--- src/rtl/stereo_gain_ramp_pkg.sv ---
// audio_pkg: shared widths, gain constants, saturation limits and FSM states
package audio_pkg;
  localparam int BITSIZE = 24;
  localparam int GAIN_W = 16;
  localparam int GAIN_FRAC = 14;
  localparam int STEP = 256;
  localparam int UNITY_GAIN = 1 << GAIN_FRAC;
  localparam int PROD_W = BITSIZE + GAIN_W + 1;
  localparam logic signed [PROD_W-1:0] SAT_MAX = PROD_W'((1 << (BITSIZE - 1)) - 1);
  localparam logic signed [PROD_W-1:0] SAT_MIN = PROD_W'(-(1 << (BITSIZE - 1)));
  typedef enum logic [2:0] {IDLE, CAP, MUL_L, MUL_R, OUT} state_t;
endpackage

--- src/rtl/stereo_gain_ramp_if.sv ---
// stereo_gain_ramp_if: sample, gain and frame-clock bundle between i2s_rx/tx and the gain stage
interface stereo_gain_ramp_if;
  import audio_pkg::*;
  logic lrclk;
  logic [BITSIZE-1:0] in_left;
  logic [BITSIZE-1:0] in_right;
  logic [GAIN_W-1:0] target_gain;
  logic mute;
  logic [BITSIZE-1:0] out_left;
  logic [BITSIZE-1:0] out_right;
  logic out_valid;
  logic [GAIN_W-1:0] gain_now;
  modport master(output lrclk, in_left, in_right, target_gain, mute,
                 input out_left, out_right, out_valid, gain_now);
  modport slave(input lrclk, in_left, in_right, target_gain, mute,
                output out_left, out_right, out_valid, gain_now);
endinterface

--- src/rtl/stereo_gain_ramp_sat_scale.sv ---
// sat_scale: signed sample times unsigned Q2.14 gain, floor shift, saturate to sample width
module sat_scale
  import audio_pkg::*;
(
  input  logic signed [BITSIZE-1:0] sample,
  input  logic        [GAIN_W-1:0]  gain,
  output logic signed [BITSIZE-1:0] result
);
  logic signed [PROD_W-1:0] p;
  logic signed [PROD_W-1:0] r;
  always_comb begin
    p = PROD_W'(sample) * $signed(PROD_W'({1'b0, gain}));
    r = p >>> GAIN_FRAC;
    result = r > SAT_MAX ? BITSIZE'(SAT_MAX) : r < SAT_MIN ? BITSIZE'(SAT_MIN) : BITSIZE'(r);
  end
endmodule

--- src/rtl/stereo_gain_ramp.sv ---
// stereo_gain_ramp: per-frame stereo gain with zipper-free ramp and one shared multiplier
module stereo_gain_ramp
  import audio_pkg::*;
(
  input logic clk,
  input logic rst,
  stereo_gain_ramp_if.slave bus
);
  state_t state;
  logic lrclk_q;
  logic frame;
  logic signed [BITSIZE-1:0] smp_l, smp_r, res_l, res_r, prod;
  logic [BITSIZE-1:0] out_l, out_r;
  logic valid;
  logic [GAIN_W-1:0] gain, eff;
  assign frame = bus.lrclk & ~lrclk_q;
  assign eff = bus.mute ? '0 : bus.target_gain;
  assign bus.out_left = out_l;
  assign bus.out_right = out_r;
  assign bus.out_valid = valid;
  assign bus.gain_now = gain;
  sat_scale u_scale (
    .sample(state == MUL_L ? smp_l : smp_r),
    .gain  (gain),
    .result(prod)
  );
  always_ff @(posedge clk) begin
    if (!rst) begin
      state <= IDLE;
      lrclk_q <= 1'b0;
      smp_l <= '0;
      smp_r <= '0;
      res_l <= '0;
      res_r <= '0;
      out_l <= '0;
      out_r <= '0;
      valid <= 1'b0;
      gain <= '0;
    end else begin
      lrclk_q <= bus.lrclk;
      valid <= 1'b0;
      case (state)
        IDLE: state <= frame ? CAP : IDLE;
        CAP: begin
          smp_l <= bus.in_left;
          smp_r <= bus.in_right;
          // step is clamped to the remaining distance so the ramp lands exactly on eff
          gain <= eff > gain ? (eff - gain <= GAIN_W'(STEP) ? eff : gain + GAIN_W'(STEP))
                             : (gain - eff <= GAIN_W'(STEP) ? eff : gain - GAIN_W'(STEP));
          state <= MUL_L;
        end
        MUL_L: begin
          res_l <= prod;
          state <= MUL_R;
        end
        MUL_R: begin
          res_r <= prod;
          state <= OUT;
        end
        OUT: begin
          out_l <= res_l;
          out_r <= res_r;
          valid <= 1'b1;
          state <= IDLE;
        end
        default: state <= IDLE;
      endcase
    end
  end
endmodule

--- src/flat_wrapper.sv ---
// flat-port wrapper written by rule: the top's interface ports become plain ports
module stereo_gain_ramp_flat import audio_pkg::*;
  (clk, rst, bus_lrclk, bus_in_left, bus_in_right, bus_target_gain, bus_mute, bus_out_left, bus_out_right, bus_out_valid, bus_gain_now);
  stereo_gain_ramp_if bus_i ();
  input logic clk;
  input logic rst;
  input wire logic [$bits(bus_i.lrclk)-1:0] bus_lrclk;
  input wire logic [$bits(bus_i.in_left)-1:0] bus_in_left;
  input wire logic [$bits(bus_i.in_right)-1:0] bus_in_right;
  input wire logic [$bits(bus_i.target_gain)-1:0] bus_target_gain;
  input wire logic [$bits(bus_i.mute)-1:0] bus_mute;
  output wire logic [$bits(bus_i.out_left)-1:0] bus_out_left;
  output wire logic [$bits(bus_i.out_right)-1:0] bus_out_right;
  output wire logic [$bits(bus_i.out_valid)-1:0] bus_out_valid;
  output wire logic [$bits(bus_i.gain_now)-1:0] bus_gain_now;
  assign bus_i.lrclk = bus_lrclk;
  assign bus_i.in_left = bus_in_left;
  assign bus_i.in_right = bus_in_right;
  assign bus_i.target_gain = bus_target_gain;
  assign bus_i.mute = bus_mute;
  assign bus_out_left = bus_i.out_left;
  assign bus_out_right = bus_i.out_right;
  assign bus_out_valid = bus_i.out_valid;
  assign bus_gain_now = bus_i.gain_now;
  stereo_gain_ramp u_core (.clk(clk), .rst(rst), .bus(bus_i));
endmodule
--- config.mk ---
export PLATFORM = sky130hd
export DESIGN_NAME = stereo_gain_ramp_flat
export DESIGN_NICKNAME = d
export VERILOG_FILES = /design/src/rtl/stereo_gain_ramp_pkg.sv /design/src/rtl/stereo_gain_ramp_if.sv /design/src/rtl/stereo_gain_ramp_sat_scale.sv /design/src/rtl/stereo_gain_ramp.sv /design/src/flat_wrapper.sv
export SDC_FILE = /design/constraint.sdc
export NUM_CORES = 1
export LEC_CHECK = 0
export ABC_AREA = 1
export ABC_CLOCK_PERIOD_IN_PS = 9600
export CORE_ASPECT_RATIO = 0.8
export CORE_MARGIN = 2
export CORE_UTILIZATION = 62
export DETAILED_ROUTE_END_ITERATION = 6
export PLACE_DENSITY_LB_ADDON = 0.3
export SYNTH_ARGS = -nofsm -noshare
export SYNTH_HDL_FRONTEND = slang
export SYNTH_SLANG_ARGS = --single-unit
--- constraint.sdc ---
create_clock -name clk -period 9.6 [get_ports clk]
set_input_delay 1.92 -clock clk [delete_from_list [all_inputs] [get_ports clk]]
set_output_delay 1.92 -clock clk [all_outputs]
set_load 0.005 [all_outputs]
# Yosys cells after proc, flatten, opt, wreduce, memory -nomap -nowiden
# Index checks and enable logic that the tools add are counted.
dict set report totals {
  regBits 165
  output_inout_bits 65
  elab_cells 37
}
dict set report classes {
  addsub 4
  multipliers 1
  order_cmp 5
  n_eq_ne 4
  mux 10
  bitwise 2
  n_reduce_logical 1
}
# cell n
set ops {}
lappend ops {{two-way mux 24 bit} 3}
lappend ops {{two-way mux 16 bit} 4}
lappend ops {{multiplier 24 x 17 -> 41 bit} 1}
lappend ops {{<= comparator 16 x 9 -> 1 bit, second input constant} 2}
lappend ops {{subtractor 16 bit} 2}
lappend ops {{> comparator 27 x 24 -> 1 bit, second input constant} 1}
lappend ops {{< comparator 27 x 24 -> 1 bit, second input constant} 1}
lappend ops {{adder 16 x 9 -> 16 bit, second input constant} 1}
lappend ops {{> comparator 16 bit} 1}
lappend ops {{subtractor 16 x 9 -> 16 bit, second input constant} 1}
lappend ops {{one-hot mux 3 bit (4 select lines)} 1}
lappend ops {{equality test 3 x 2 -> 1 bit, second input constant} 2}
lappend ops {{equality test 3 x 1 -> 1 bit, second input constant} 1}
lappend ops {{equality test 3 bit, second input constant} 1}
lappend ops {{zero test 3 bit} 1}
lappend ops {{two-way mux 1 bit} 2}
lappend ops {{bitwise AND 1 bit} 1}
lappend ops {{inverter 1 bit} 1}

# Logic depth before layout (Yosys ltp)
# Gate-level depths: netlist of the first run.
dict set report depth {
  ltp_word 6
  ltp_mapped 38
  ltp_nobuf 35
}

# By module
# Synthesis of the first run repeated with hierarchy kept, for this count alone.
dict set report hier_totals {
  cells_unflattened 3407
  area_unflattened_um2 23842.9
}
# mod n_inst cells_per_inst area_each_um2
set by_module_without_submodules {}
lappend by_module_without_submodules {sat_scale 1 2066 15072.0}
lappend by_module_without_submodules {stereo_gain_ramp 1 1341 8770.9}

# Worst setup path after synthesis of the first run
# OpenSTA, ideal clock, no wires.
dict set report synth_path {
  path_kind {reg2reg}
  from {register u_core.state[1]}
  to {register u_core.res_r[3]}
  setup_ns 0.109
  arrival_time_ns 6.788
  setup_slack_ns 2.703
  path_stages_with_launch 32
  period_less_slack_ns 6.897
  cell_sequence {dfxtp_1 inv_1 nor3_1 inv_1 clkbuf_1 o21ai_2 clkinv_1 nand2_1 fa_1 fa_1 inv_1 fa_1 fa_1 inv_1 fa_1 inv_1 fa_1 ha_1 nand2_1 nor3_1 nand2_1 nor3_1 o21ai_0 nand3_1 nand2_1 nand2_1 inv_1 nand2_2 buf_2 nand3_1 nand2_1 inv_1}
}
dict set report synth_between {
  elab_chain_cells 6
  elab_cells_between_ends 8
  cone_classes {mul (1); order compare (2); eq/ne (2); mux (3)}
}
# element line
set synth_lines {}
lappend synth_lines {{from (decl)} stereo_gain_ramp.sv:9} ;# state_t state;
lappend synth_lines {{from (signal assigned)} stereo_gain_ramp.sv:43} ;# IDLE: state <= frame ? CAP : IDLE;
lappend synth_lines {{equality test 3 x 2 -> 1 bit} stereo_gain_ramp.sv:23} ;# .sample(state == MUL_L ? smp_l : smp_r),
lappend synth_lines {{two-way mux 24 bit} stereo_gain_ramp.sv:23}
lappend synth_lines {{multiplier 24 x 17 -> 41 bit} stereo_gain_ramp_sat_scale.sv:12} ;# p = PROD_W'(sample) * $signed(PROD_W'({1'b0, gain}));
lappend synth_lines {{< comparator 27 x 24 -> 1 bit} stereo_gain_ramp_sat_scale.sv:14} ;# result = r > SAT_MAX ? BITSIZE'(SAT_MAX) : r < SAT_MIN ? BITSIZE'(SAT_MIN) : BITSIZE'(r);
lappend synth_lines {{two-way mux 24 bit (2 in a row)} stereo_gain_ramp_sat_scale.sv:14}
lappend synth_lines {{to (signal assigned)} stereo_gain_ramp.sv:57} ;# res_r <= prod;
lappend synth_lines {{to (decl)} stereo_gain_ramp.sv:12} ;# logic signed [BITSIZE-1:0] smp_l, smp_r, res_l, res_r, prod;
# Several ways; a longest one is shown, not always the timed one.
# A chain may end at the register's enable or synchronous reset.

# Worst setup path in the final report of the first run
dict set report layout_path {
  from {register u_core.state[1]}
  to {register u_core.res_l[9]}
}
dict set report layout_between {
  elab_chain_cells 6
  elab_cells_between_ends 7
  cone_classes {mul (1); order compare (2); eq/ne (1); mux (3)}
}
# element line
set layout_lines {}
lappend layout_lines {{equality test 3 x 2 -> 1 bit (*)} {stereo_gain_ramp.sv:23, stereo_gain_ramp.sv:42}}
lappend layout_lines {{two-way mux 24 bit} stereo_gain_ramp.sv:23}
lappend layout_lines {{multiplier 24 x 17 -> 41 bit} stereo_gain_ramp_sat_scale.sv:12}
lappend layout_lines {{< comparator 27 x 24 -> 1 bit} stereo_gain_ramp_sat_scale.sv:14}
lappend layout_lines {{two-way mux 24 bit (2 in a row)} stereo_gain_ramp_sat_scale.sv:14}
lappend layout_lines {{to (signal assigned)} stereo_gain_ramp.sv:53} ;# res_l <= prod;
lappend layout_lines {{to (decl)} stereo_gain_ramp.sv:12}
# Every way passes the cells marked *; elsewhere a longest branch is shown, timed or not.

==> metrics.cfg, run 1 <==
[sta]
timing.setup.tns_ns = 0
timing.final.max_slew_violations = 0
actual_transition_at_the_worst_max_transition_pin_ns = 1.14
post-route-min-period_ns = 8.59
grt_setup_unrepaired = false
final-setup-viol-count = 0
postLayoutSetupSlackWorst_ns = 1.01
clock.fmax_ghz = 0.116
timing.max_slew.rel_slack_pct = 24.1
post-route-period-util_pct = 89.5
finClkSkew_ns = 0.0196
hold_violation_count_in_the_final_report = 0

[synthesis]
post_synth_net_total = 3786
synthDominantCellAreaShare_pct = 32.3
ys_seq_area_share_pct = 14.2
synth-async-reset-ratio_pct = 0
ys_top_cells_by_area = sky130_fd_sc_hd__fa_1, sky130_fd_sc_hd__dfxtp_1, sky130_fd_sc_hd__inv_1
synth_edf_count = 0
post_synthesis_instance_total = 3211
synthDistinctLibCells = 46
syn_avg_cell_area_um2 = 7.23
post-synth-top-count-cell = sky130_fd_sc_hd__inv_1
flip_flop_and_latch_count_after_synthesis = 165
post_synth_most_frequent_cells = sky130_fd_sc_hd__inv_1, sky130_fd_sc_hd__nand2_1, sky130_fd_sc_hd__nor2_1
post-synth-top-area-cell = sky130_fd_sc_hd__fa_1
synth.cell_area_um2 = 23200
synth_flop_cell = sky130_fd_sc_hd__dfxtp_1
synth_warn = 0

[floorplan]
io_pins = 133
chipWidth_um = 220
die_area_um2 = 39000
floorplan.die.height_um = 177
start_util_pct = 62.8
floorplan.rows = 63
design.core.area_um2 = 37000

[clocking]
cts_num_sinks = 165
htree_levels = 4
cts_post_setup_buffers_inserted = 0
clk_transition_reported_paths_ns = 0.07
clock_path_buffers = 2
cts_root_buf = sky130_fd_sc_hd__clkbuf_16
tritoncts.num_buffers = 17
insertion_delay_ns = 0.45
number_of_hold_buffers_added_after_cts = 0
post_cts_resize_count = 0
cts_tree = built

[min_path]
hold_end = u_core.smp_r[3]
hold_path_startpoint = u_core.smp_r[3]
hold-path-cell-count = 2
timing.hold.worst.class = flop to flop

[placed_design]
routabilityCongestion = 1.01
hpwl_reported_at_the_end_of_detailed_placement_um = 59700
port_buffers = 132
dpl_worst_slack_ns = 1.18

[power_and_ir_drop]
power_density_nw_per_um2 = 124
total_leakage_power_nw = 13.4
ir_drop_mv = 0.268

[setup_path]
worst_r2r_startpoint = u_core.state[1]
reg2reg_slack_ns = 1.01
critical_path.max_stage_delay_ns = 0.71
crit-reg2reg-capture = u_core.res_l[9]
timing.critical_path.slowest_stage_cell = sky130_fd_sc_hd__fa_1
path_common_cell = sky130_fd_sc_hd__nand2_1
worst_r2r_path_depth = 30
critPathArrivalTime_ns = 8.94
timing.critical_path.to_type = flop
cp-start-kind = flop
start_to_end_type_of_the_worst_setup_path = flop to flop
crit_fanout = 49
worst_ep_required_time_ns = 9.95

[routing]
via_count = 20985
firstDrtPassIters = 6
drc_errors_left = 0
drt_iter0_markers = 2200
avgRoutedWirePerCell_um = 19.1
drt-vias-per-instance = 5.55
drt_wl_total_um = 72200
drtAntennaViolNets = 0

[global_route]
grt_pass1_wl_um = 113000
antenna_found_initial = 0
track_usage_pct = 38.2
grt_start_max_net_pins = 79
first_global_vias = 20923
globalRouteOverflowTotal = 0

[finish]
final_layout_size_suffix_gt1_share_pct = 4.07
seq_area_um2 = 3300
area.growth.synth_to_final_pct = 10.3
finalNetCount = 3858
fillers = 3099
multiInputGateArea_um2 = 16700
diodes_inserted = 0

[outcome]
status = finished clean

[flow_run]
maxCapViolations = 0

[kinds of logic (layout without fill, tap and decap cells)]
group / count (synthesis) / count (layout) / share of synthesized area (%)
AOI/OAI and AO/OA: 314 / 314 / 7.26
adders and majority gates: 507 / 507 / 39.4
DFF: 165 / 165 / 14.2
xor gates and xnor gates: 34 / 34 / 1.28
buffers and inverters: 857 / 942 / 14.0
and+or+nand+nor: 1334 / 1334 / 23.8
[registers in the layout, summed over array words and instances, names as in the netlist]
| register | count |
|---|---|
| u_core.bus.out_left | 24 |
| u_core.bus.out_right | 24 |
| u_core.res_l | 24 |
| u_core.res_r | 24 |
| u_core.smp_l | 24 |
| u_core.smp_r | 24 |
| u_core.bus.gain_now | 16 |
| u_core.state | 3 |
| u_core.bus.out_valid | 1 |
| u_core.lrclk_q | 1 |
[critical path: cells and delay by family, from the launching register on]
family | cells | cell delay [ns]
adders and majority gates | 7 | 3.70
AOI/OAI and AO/OA | 2 | 0.54
and+or+nand+nor | 13 | 2.66
DFF | 1 | 0.39
buffers and inverters | 8 | 1.18
[cells in the final DEF (no fill, tap or decap), types with 4 or more instances in the layout]
cell / Yosys / layout
sky130_fd_sc_hd__a31oi_1: 4 / 4
sky130_fd_sc_hd__buf_4: 6 / 37
sky130_fd_sc_hd__a21o_1: 5 / 5
sky130_fd_sc_hd__nand2_2: 12 / 12
sky130_fd_sc_hd__inv_2: 10 / 11
sky130_fd_sc_hd__nor2_2: 12 / 12
sky130_fd_sc_hd__nor2_4: 4 / 4
sky130_fd_sc_hd__o21bai_1: 11 / 11
sky130_fd_sc_hd__dfxtp_1: 165 / 165
sky130_fd_sc_hd__clkinv_1: 11 / 10
sky130_fd_sc_hd__a21oi_1: 139 / 139
sky130_fd_sc_hd__nor3_1: 14 / 11
sky130_fd_sc_hd__nand3_1: 134 / 134
sky130_fd_sc_hd__o21ai_0: 125 / 125
sky130_fd_sc_hd__nand4_1: 26 / 26
sky130_fd_sc_hd__nand2_1: 708 / 708
sky130_fd_sc_hd__o211ai_1: 4 / 4
sky130_fd_sc_hd__o21ai_1: 15 / 15
sky130_fd_sc_hd__xor2_1: 24 / 24
sky130_fd_sc_hd__xnor2_1: 10 / 10
sky130_fd_sc_hd__clkbuf_16: 0 / 17
sky130_fd_sc_hd__fa_1: 375 / 375
sky130_fd_sc_hd__ha_1: 132 / 132
sky130_fd_sc_hd__inv_1: 719 / 719
sky130_fd_sc_hd__nor2_1: 402 / 402
sky130_fd_sc_hd__inv_6: 1 / 4
sky130_fd_sc_hd__clkdlybuf4s50_1: 0 / 131
sky130_fd_sc_hd__o21ai_2: 5 / 5
[where the power goes]
group / switching, W / leakage, nW / internal, W
clock network: 0.000321 / 0.310 / 0.000421
logic: 0.00115 / 11.7 / 0.000519
registers: 0.0000317 / 1.34 / 0.000727
total: 0.00150 / 13.4 / 0.00167
[area by class of cell]
cell class | instances | area share, %
clock inverter | 15 | 0.836
timing repair buffer | 169 | 6.22
tap | 487 | 2.38
clock buffer | 17 | 1.66
inverter | 741 | 10.9
sequential | 165 | 12.9
multi-input combinational | 2189 | 65.1
[per-layer routing]
layer	vias up	GRT usage (%)	wire, µm
li1	9637	-	-
met1	10165	50.9	29000
met3	157	10.2	7250
met2	1026	59.8	33000
met5	-	0	0
met4	0	14.5	2880
[how the worst max path moves through the flow]
stage / start / endpoint / slack (ns)
3_3_place_gp: u_core.state[1] / u_core.res_r[5] / 1.58
4_1_cts: u_core.state[1] / u_core.res_l[9] / 1.11
2_1_floorplan: u_core.state[1] / u_core.res_r[3] / 2.70
5_1_grt: u_core.state[1] / u_core.res_l[3] / 0.34
3_5_place_dp: u_core.state[1] / u_core.res_l[9] / 1.18
6_report: u_core.state[1] / u_core.res_l[9] / 1.01
[stage by stage]
stage	hold WS, ns	area, µm²	power [W]	util [%]	std cells
global placement	0.440	25000	0.00237	67.5	3751
detailed placement	0.446	25000	0.00240	67.5	3751
finish	0.458	25600	0.00317	69.3	3783
global route	0.479	25600	0.00335	69.3	3783
floorplan	0.430	23200	0.00186	-	3211
CTS	0.456	25600	0.00314	69.3	3783
No activity file was read; power rests on OpenSTA's default activity.
==> run 2, diff against run 1 <==
--- a/config.mk
+++ b/config.mk
@@ -9,7 +9,7 @@
 export ABC_CLOCK_PERIOD_IN_PS = 9600
 export CORE_ASPECT_RATIO = 0.8
 export CORE_MARGIN = 2
-export CORE_UTILIZATION = 62
+export CORE_UTILIZATION = 55
 export DETAILED_ROUTE_END_ITERATION = 6
 export PLACE_DENSITY_LB_ADDON = 0.3
 export SYNTH_ARGS = -nofsm -noshare
==> run 2 against run 1 <==
Net effect:
- via count shrank 0.62%
- die area rose by 12%
- clock-buffer cell count did not move
- largest cell class unchanged
- critical endpoint is now u_core.res_r[9]
- the flow now finishes with violations (design-rule violations)
- clock power shrank 3.6%
==> metrics.cfg, run 2 (synthesis gave the netlist of run 1 again) <==
[setup_path]
timing.critical_path.to_type = flop
critical_path.max_stage_delay_ns = 0.76  ; +0.05 ns
critPathArrivalTime_ns = 9.23  ; +0.29 ns
path_delay_family = adder cells
worst_ep_required_time_ns = 9.97  ; +0.02 ns
crit_fanout = 46  ; -6.1%
cp-start-kind = flop
timing.critical_path.slowest_stage_cell = sky130_fd_sc_hd__fa_1
start_to_end_type_of_the_worst_setup_path = flop to flop
worstPathBufferInverterCount = 8  ; unchanged

[routing]
via_count = 20854  ; -0.62%
firstDrtPassIters = 7  ; +1
drt_wl_total_um = 72600  ; +0.58%
drt-vias-per-instance = 5.43  ; -2.1%
drc_errors_left = 10  ; +10
drt_iter0_markers = 1765  ; -20%
drtAntennaViolNets = 0  ; unchanged
avgRoutedWirePerCell_um = 18.9  ; -0.89%

[sta]
timing.setup.tns_ns = 0  ; unchanged
timing.final.max_slew_violations = 0  ; unchanged
finClkSkew_ns = 0.0131  ; -0.00651 ns
post-route-period-util_pct = 92.3  ; +2.8 points
final-setup-viol-count = 0  ; unchanged
actual_transition_at_the_worst_max_transition_pin_ns = 1.18  ; +0.0462 ns
clock.fmax_ghz = 0.113  ; -3.0%
timing.max_slew.rel_slack_pct = 21.0  ; -3.1 points
hold_violation_count_in_the_final_report = 0  ; unchanged
grt_setup_unrepaired = false
postLayoutSetupSlackWorst_ns = 0.738  ; -0.270 ns
post-route-min-period_ns = 8.86  ; +0.270 ns

[placed_design]
port_buffers = 132  ; unchanged
hpwl_reported_at_the_end_of_detailed_placement_um = 60200  ; +0.93%
dpl_worst_slack_ns = 0.555  ; -0.628 ns
placement.cell_area_um2 = 25000  ; about the same
routabilityCongestion = 0.959  ; -4.9%

[power_and_ir_drop]
fin_total_pwr_w = 0.00315  ; -0.54%
total_leakage_power_nw = 13.3  ; -0.40%
ir_drop_mv = 0.213  ; -20%
power_density_nw_per_um2 = 123  ; -0.56%

[clocking]
number_of_hold_buffers_added_after_cts = 0  ; unchanged
cts_root_buf = sky130_fd_sc_hd__clkbuf_16
htree_levels = 4  ; unchanged
cts_tree = built
cts_num_sinks = 165  ; unchanged
post_cts_resize_count = 0  ; unchanged
insertion_delay_ns = 0.47  ; +0.02 ns
tritoncts.num_buffers = 17  ; unchanged
clock_path_buffers = 2  ; unchanged
cts_post_setup_buffers_inserted = 0  ; unchanged
clk_transition_reported_paths_ns = 0.08  ; about the same

[finish]
final_common_cell = sky130_fd_sc_hd__inv_1
finalNetCount = 3849  ; -0.23%
diodes_inserted = 0  ; unchanged
layout_common_cells = sky130_fd_sc_hd__inv_1, sky130_fd_sc_hd__nand2_1, sky130_fd_sc_hd__nor2_1, sky130_fd_sc_hd__fa_1, sky130_fd_sc_hd__dfxtp_1
final_layout_size_suffix_gt1_share_pct = 3.83  ; -0.23 points
cell_area_after_layout_um2 = 25600  ; about the same
area.growth.synth_to_final_pct = 10.3  ; about the same

[floorplan]
start_util_pct = 55.6  ; -7.2 points
floorplan.die.height_um = 188  ; +6.0%
design.core.area_um2 = 41700  ; +13%
floorplan.rows = 67  ; +6.3%
chipWidth_um = 234  ; +6.1%
die_area_um2 = 43900  ; +12%
io_pins = 133  ; unchanged

[global_route]
grt_pass1_wl_um = 117000  ; +3.1%
grt_start_max_net_pins = 90  ; +14%
antenna_found_initial = 0  ; unchanged
track_usage_pct = 34.6  ; -3.6 points
globalRouteOverflowTotal = 0  ; unchanged
first_global_vias = 21320  ; +1.9%

[flow_run]
maxCapViolations = 0  ; unchanged

[outcome]
failed_checks = design-rule violations
status = complete, but fails checks

[min_path]
timing.hold.worst.class = flop to flop

==> run 2: final timing paths <==
kind	startpoint	to	slack [ns]	cells after the start
max	u_core.state[1]	u_core.res_r[9]	0.74	30
min	u_core.res_r[19]	u_core.bus.out_right[19]	0.46	2
max reg2reg	u_core.state[1]	u_core.res_r[9]	0.74	30
min reg2reg	u_core.res_r[19]	u_core.bus.out_right[19]	0.46	2
==> run 2: stage by stage <==
| stage | hold WS [ns] | util (%) | instances |
|---|---|---|---|
| 2_1_floorplan | 0.430 | - | 3211 |
| 3_5_place_dp | 0.450 | 59.8 | 3807 |
| 5_1_grt | 0.486 | 61.3 | 3839 |
| 6_report | 0.459 | 61.3 | 3839 |
| 4_1_cts | 0.455 | 61.3 | 3839 |
| 3_3_place_gp | 0.441 | 59.8 | 3807 |
==> run 2: area by class of cell <==
class | instances | area [µm²]
clock buffer | 17 | 425
clock inverter | 15 | 189
fill | 3770 | 16100
inverter | 741 | 2790
multi-input combinational | 2189 | 16700
sequential | 165 | 3300
tap | 552 | 691
timing repair buffer | 160 | 1530
==> run 2: report_power, final <==
| part | switching, W | internal, W | total (W) |
|---|---|---|---|
| registers | 0.0000376 | 0.000726 | 0.000764 |
| clock network | 0.000341 | 0.000375 | 0.000715 |
| logic | 0.00115 | 0.000523 | 0.00167 |
==> run 2: worst min-delay path: cells and delay by family, from the launching register on <==
family | cells | cell delay (ns)
flops | 1 | 0.30
compound gates | 1 | 0.05
buf+inv | 1 | 0.06
==> run 2: routing by layer <==
layer	GRT usage (%)	vias up	routed length, µm
met3	9.43	149	7580
met5	0	-	0
met1	47.6	10087	30100
met2	53.2	990	32400
li1	-	9628	-
met4	10.6	0	2480
